[config.mk]
export PLATFORM = sky130hd
export DESIGN_NAME = lsu_mem_ctrl
export DESIGN_NICKNAME = d
export VERILOG_FILES = /design/src/rtl/lsu_mem_ctrl.sv
export SDC_FILE = /design/constraint.sdc
export NUM_CORES = 1
export LEC_CHECK = 0
export CORE_MARGIN = 2
export CORE_UTILIZATION = 44
export DETAILED_ROUTE_END_ITERATION = 10
export PLACE_DENSITY = 0.89
export SKIP_CTS_REPAIR_TIMING = 1
export SYNTH_ARGS = -nofsm -noshare
export SYNTH_HDL_FRONTEND = slang
export SYNTH_SLANG_ARGS = --single-unit
[constraint.sdc]
create_clock -name clk -period 3 [get_ports clk]
set_input_delay 0.45 -clock clk [delete_from_list [all_inputs] [get_ports clk]]
set_output_delay 0.45 -clock clk [all_outputs]
set_load 0.01 [all_outputs]
[src/rtl/lsu_mem_ctrl.sv]
// Load/store controller for the single-port word data RAM.
// Ports: req_* handshake in, rsp_* result out, mem_* to the RAM rw port.
module lsu_mem_ctrl #(
    parameter int ADDR_W = 5
) (
    input  logic              clk,
    input  logic              rst_n,
    input  logic              req_valid,
    output logic              req_ready,
    input  logic              req_we,
    input  logic [1:0]        req_size,
    input  logic              req_unsigned,
    input  logic [31:0]       req_addr,
    input  logic [31:0]       req_wdata,
    output logic              rsp_valid,
    output logic              rsp_err,
    output logic [31:0]       rsp_rdata,
    output logic [ADDR_W-1:0] mem_addr,
    output logic [31:0]       mem_din,
    output logic              mem_rw,
    input  logic [31:0]       mem_dout
);

    localparam logic [2:0] S_IDLE  = 3'd0;
    localparam logic [2:0] S_RD    = 3'd1;
    localparam logic [2:0] S_MERGE = 3'd2;
    localparam logic [2:0] S_CAP   = 3'd3;
    localparam logic [2:0] S_WR    = 3'd4;
    localparam logic [2:0] S_RESP  = 3'd5;

    logic [2:0]        state;
    logic [ADDR_W+1:0] addr_q;
    logic [31:0]       data_q;
    logic [1:0]        size_q;
    logic              uns_q;
    logic              we_q;

    logic              accept;
    logic              req_err;
    logic [7:0]        lane_b;
    logic [15:0]       lane_h;
    logic [31:0]       lane_ext;
    logic [31:0]       merged;
    logic              unused_addr;

    // High address bits wrap away by design.
    assign unused_addr = ^req_addr[31:ADDR_W+2];

    assign req_ready = (state == S_IDLE);
    assign accept    = req_valid & req_ready;
    assign rsp_valid = (state == S_RESP);
    assign mem_addr  = addr_q[ADDR_W+1:2];
    assign mem_din   = data_q;
    // Held in read mode during reset so a reset edge never writes RAM.
    assign mem_rw    = ~(rst_n & (state == S_WR));

    always_comb begin
        req_err = 1'b0;
        unique case (req_size)
            2'b00:   req_err = 1'b0;
            2'b01:   req_err = req_addr[0];
            2'b10:   req_err = |req_addr[1:0];
            default: req_err = 1'b1;
        endcase
    end

    assign lane_b = mem_dout[{addr_q[1:0], 3'b000} +: 8];
    assign lane_h = mem_dout[{addr_q[1], 4'b0000} +: 16];

    always_comb begin
        lane_ext = mem_dout;
        unique case (size_q)
            2'b00:   lane_ext = {{24{~uns_q & lane_b[7]}}, lane_b};
            2'b01:   lane_ext = {{16{~uns_q & lane_h[15]}}, lane_h};
            default: lane_ext = mem_dout;
        endcase
    end

    // Sub-word store: overwrite only the addressed lane of the old word.
    always_comb begin
        merged = mem_dout;
        if (size_q == 2'b00)
            merged[{addr_q[1:0], 3'b000} +: 8] = data_q[7:0];
        else
            merged[{addr_q[1], 4'b0000} +: 16] = data_q[15:0];
    end

    always_ff @(posedge clk) begin
        if (!rst_n) begin
            state     <= S_IDLE;
            addr_q    <= '0;
            data_q    <= '0;
            size_q    <= '0;
            uns_q     <= 1'b0;
            we_q      <= 1'b0;
            rsp_err   <= 1'b0;
            rsp_rdata <= '0;
        end else begin
            unique case (state)
                S_IDLE: begin
                    if (accept) begin
                        addr_q <= req_addr[ADDR_W+1:0];
                        data_q <= req_wdata;
                        size_q <= req_size;
                        uns_q  <= req_unsigned;
                        we_q   <= req_we;
                        if (req_err) begin
                            rsp_err   <= 1'b1;
                            rsp_rdata <= '0;
                            state     <= S_RESP;
                        end else if (req_we && req_size == 2'b10) begin
                            state <= S_WR;
                        end else begin
                            state <= S_RD;
                        end
                    end
                end
                S_RD:    state <= we_q ? S_MERGE : S_CAP;
                S_MERGE: begin
                    data_q <= merged;
                    state  <= S_WR;
                end
                S_CAP: begin
                    rsp_rdata <= lane_ext;
                    rsp_err   <= 1'b0;
                    state     <= S_RESP;
                end
                S_WR: begin
                    rsp_rdata <= '0;
                    rsp_err   <= 1'b0;
                    state     <= S_RESP;
                end
                S_RESP:  state <= S_IDLE;
                default: state <= S_IDLE;
            endcase
        end
    end

endmodule

# Word level (Yosys, flattened, before mapping)
# Index checks and enable logic that the tools add are counted.
dict set report op_classes {
  n_addsub 2
  n_eq_ne 10
  shifts 6
  mux 18
  bitwise 6
  reduce_logical 13
}
# op count
set ops {}
lappend ops {{$mux W32} 4}
lappend ops {{$pmux W32 S2} 2}
lappend ops {{$pmux W32 S3} 1}
lappend ops {{$bwmux W32} 2}
lappend ops {{$shift A16 B7 Y32 const A} 1}
lappend ops {{$shift A8 B7 Y32 const A} 1}
lappend ops {{$shiftx A16 B7 Y32} 1}
lappend ops {{$shiftx A32 B6 Y16} 1}
lappend ops {{$shiftx A32 B6 Y8} 1}
lappend ops {{$shiftx A8 B7 Y32} 1}
lappend ops {{$neg A5 Y7} 2}
lappend ops {{$pmux W3 S4} 1}
lappend ops {{$mux W3} 3}
lappend ops {{$eq A3 B2 Y1 const B} 2}
lappend ops {{$eq A3 B3 Y1 const B} 2}
lappend ops {{$reduce_and A3 Y1} 2}
lappend ops {{$and A1 B1 Y1} 4}
lappend ops {{$eq A2 B1 Y1 const B} 2}
lappend ops {{$logic_not A2 Y1} 2}
lappend ops {{$ne A2 B1 Y1 const B} 2}
lappend ops {{$reduce_and A2 Y1} 2}
lappend ops {{$reduce_bool A2 Y1} 2}
lappend ops {{$reduce_or A2 Y1} 2}
lappend ops {{$eq A3 B1 Y1 const B} 1}
lappend ops {{other kinds (8)} 11}
dict set report totals {
  regBits 79
  input_bits 103
  out_inout_bits 73
  word_cells 63
}

# Depth between registers and ports, before layout
dict set report depth {
  depth_word 6
  mapped_depth 9
  mapped_depth_nobuf 6
}

# Worst setup path before layout
# No wires, ideal clock.
dict set report synth_timing {
  path_kind {register -> register}
  start {reg addr_q[1]}
  end {reg data_q[29], in the netlist mem_din[29]}
  setup_time_ns 0.081
  t_arrival_ns 2.220
  required_ns 2.919
  path_slack_ns 0.699
  stages_incl_launch_ff 9
  n_path_buf 2
  period_less_slack_ns 2.301
  cell_sequence {dfxtp_1 -> buf_2 -> inv_1 -> clkbuf_1 -> ha_1 -> or4bb_1 -> nor3_4 -> nand2_1 -> a41oi_1}
}
dict set report synth_between {
  elab_chain_cells 5
  word_cells_on_any_way 10
  classes_between {2 x add/sub; 4 x shift; 4 x mux}
}
# element line_no
set synth_lines {}
lappend synth_lines {{start: declaration} 32} ;# logic [ADDR_W+1:0] addr_q;
lappend synth_lines {{start signal: assignment} 102} ;# addr_q <= req_addr[ADDR_W+1:0];
lappend synth_lines {{$neg A5 Y7, on equally long branches} {85, 83}}
lappend synth_lines {{$shiftx A16 B7 Y32 (tied with other cells)} 85} ;# merged[{addr_q[1], 4'b0000} +: 16] = data_q[15:0];
lappend synth_lines {{$bwmux W32, on equally long branches} {85, 83}}
lappend synth_lines {{$mux W32 (*)} 82} ;# if (size_q == 2'b00)
lappend synth_lines {{$pmux W32 S2 (*)} 99} ;# unique case (state)
lappend synth_lines {{end signal: assignment} 103} ;# data_q <= req_wdata;
lappend synth_lines {{end signal: assignment} 120} ;# data_q <= merged;
lappend synth_lines {{end: declaration} 33} ;# logic [31:0] data_q;
# Every way passes the cells marked *; elsewhere a longest branch is shown, timed or not.
# A chain may end at the register's enable or synchronous reset.

# Worst setup path in the final report
dict set report layout_timing {
  start {reg state[1]}
  end {out rsp_valid}
}
dict set report layout_between {
  elab_chain_cells 1
}
# element line_no
set layout_lines {}
lappend layout_lines {{start: declaration} 31} ;# logic [2:0] state;
lappend layout_lines {{start signal: assignment} 118} ;# S_RD: state <= we_q ? S_MERGE : S_CAP;
lappend layout_lines {{$eq A3 B3 Y1} 51} ;# assign rsp_valid = (state == S_RESP);
lappend layout_lines {{end: declaration} 15} ;# output logic rsp_valid,
# Every way passes these cells.

==> metrics.yaml <==
leakage_nw: 2.06
cts_inserted_buffers: 9
start_util: 0.450
tns_ns: 0
startpoint_type: "register"
skew_ns: 0.0160
cts.path.max_buffers: 2
cts_sinks: 79
ys_warn_count: 0
dpl.hpwl_mm: 11.5
antenna_found_initial: 0
fp.dieH_um: 104
syn_nets: 633
initialDrtViolationCount: 409
synth_edf_count: 0
fin_total_pwr_mw: 3.26
dr.pass1.iters: 5
synth_async_sr_flop_share: 0
grt_setup_unrepaired: "false"
max_freq_ghz: 0.370
ir_drop_v: 0.000309
worstPathArrival_ns: 2.25
hp-class: "register to register"
wl_mm: 15.7
reg2reg_slack_ns: 0.63
grt.overflow.total: 0
n_antenna_cell: 0
crit_start: "state[1]"
crit_required_ns: 2.55
gp_congestion: 0.899
worstMarginPinSlew_ns: 1.04
maxSlewHeadroom: 0.303
port_buffers: 150
setup_viol: 0
seq_area_frac_synth: 0.361
clkLatencyLatePin_ns: 0.36
timing.hold.ws_ns: 0.465
io_pins: 176
cp-end-kind: "primary output"
p_per_area_nw_per_um2: 536
syn_inst: 525
tritoncts: "yes"
syn_area_um2: 4380
antenna_left: 0
grt_use_total: 0.282
drive_gt1_frac: 0.0678
wl_per_cell_um: 20.1
grt_pass1_wl_mm: 24.3
worstHoldStart: "we_q"
final_nets: 753
synth_seq_cells: 79
area_growth_pct: 38.9
viasPerCell: 6.23
report.final.slew_viol_count: 0
drc: 0
num_rows: 36
core-area_um2: 9730
ys.flop_type: "dfxtp_1"
hold_viol: 0
n_fill_cell: 821
layout_common_cells: "clkdlybuf4s50_1 (150), dfxtp_1 (79), nand2_1 (73)"
grt_max_degree: 36
dp.cells: 767
clockRootBuffer: "clkbuf_8"
die_x_um: 104
timing.final.crit_share: 0.900
status: "completed"
ys_types: 62
clkTransAtPathRegs_ns: 0.08
htree_num_levels: 3
crit_path_max_fanout: 17
cap_viol_max_count: 0
avgSynthCellArea_um2: 8.33
finalNonFillerCells: 782
criticalPathCategory: "register to primary output"
final_common_cell: "clkdlybuf4s50_1"
period_needed_ns: 2.70
via_count: 4869
rr_startpoint: "state[1]"
dieArea_um2: 10800
grt_pass1_vias: 4756
-- per-layer routing --
layer / share of wire / GRT usage / up-vias
li1: - / - / 2206
met5: 0 / 0 / -
met1: 0.40 / 0.350 / 2255
met4: 0.040 / 0.134 / 0
met3: 0.095 / 0.0592 / 70
met2: 0.46 / 0.468 / 338
-- final timing paths --
path / to / depth (start not counted)
worst min register to register: we_q / 2
worst max register to register: mem_din[30] / 4
worst max-delay path: rsp_valid / 3
worst min-delay path: we_q / 2
-- report_power, final --
part / leakage (nW) / switching [mW] / internal (mW)
combinational: 1.31 / 0.590 / 0.502
clock: 0.108 / 0.390 / 0.471
sequential: 0.646 / 0.138 / 1.17
total: 2.06 / 1.12 / 2.14
-- Yosys cell counts (10+ instances only) --
cell       count  area [um2]
dfxtp_1       79        1580
nand2_1       73         274
a21oi_1       52         260
o21ai_0       52         260
clkbuf_1      25        93.8
o2bb2ai_1     24         210
a221oi_1      13         114
inv_1         13        48.8
buf_2         11        55.1
a41oi_1       10        87.6
nand4_1       10        62.6
nor2_1        10        37.5
o211ai_1      10        75.1
-- worst max-delay path, stage by stage (launching register included) --
cell and delay, ns:
dfxtp_1 0.70, clkinv_1 0.43, and3_1 0.29, clkdlybuf4s50_1 0.47
-- per-stage QoR --
step	setup WS, ns	instance area [um2]	utilization
floorplan	0.699	4380	-
global placement	0.624	5860	0.602
detailed placement	0.531	5860	0.602
CTS	0.336	6080	0.625
global route	0.189	6080	0.625
finish	0.300	6080	0.625
-- state kept, by name, indices dropped and copies added, names as in the netlist --
signal and cells:
mem_din 32, addr_q 7, uns_q 1, we_q 1
state 3, rsp_rdata 32, rsp_err 1, size_q 2
-- cell families (layout without fill, tap and decap cells) --
family                     count (synthesis)  count (layout)  synth area share
and+or+nand+nor                          147             147             0.182
adders and majority gates                  5               5            0.0143
AOI/OAI and AO/OA                        214             214             0.336
muxes                                     13              13            0.0335
DFF                                       79              79             0.361
buffers and inverters                     67             191            0.0735
-- layout make-up --
| type | instances | area, um2 | area share |
|---|---|---|---|
| flip-flops and latches | 79 | 1580 | 0.260 |
| clock buffers | 13 | 179 | 0.0294 |
| multi-input cells | 379 | 2470 | 0.407 |
| repair buffers | 161 | 1580 | 0.261 |
| inverters | 15 | 56.3 | 0.00926 |
| clock inverters | 2 | 37.5 | 0.00618 |
| well taps | 133 | 166 | 0.0274 |
Power figures use the tool's default switching activity.
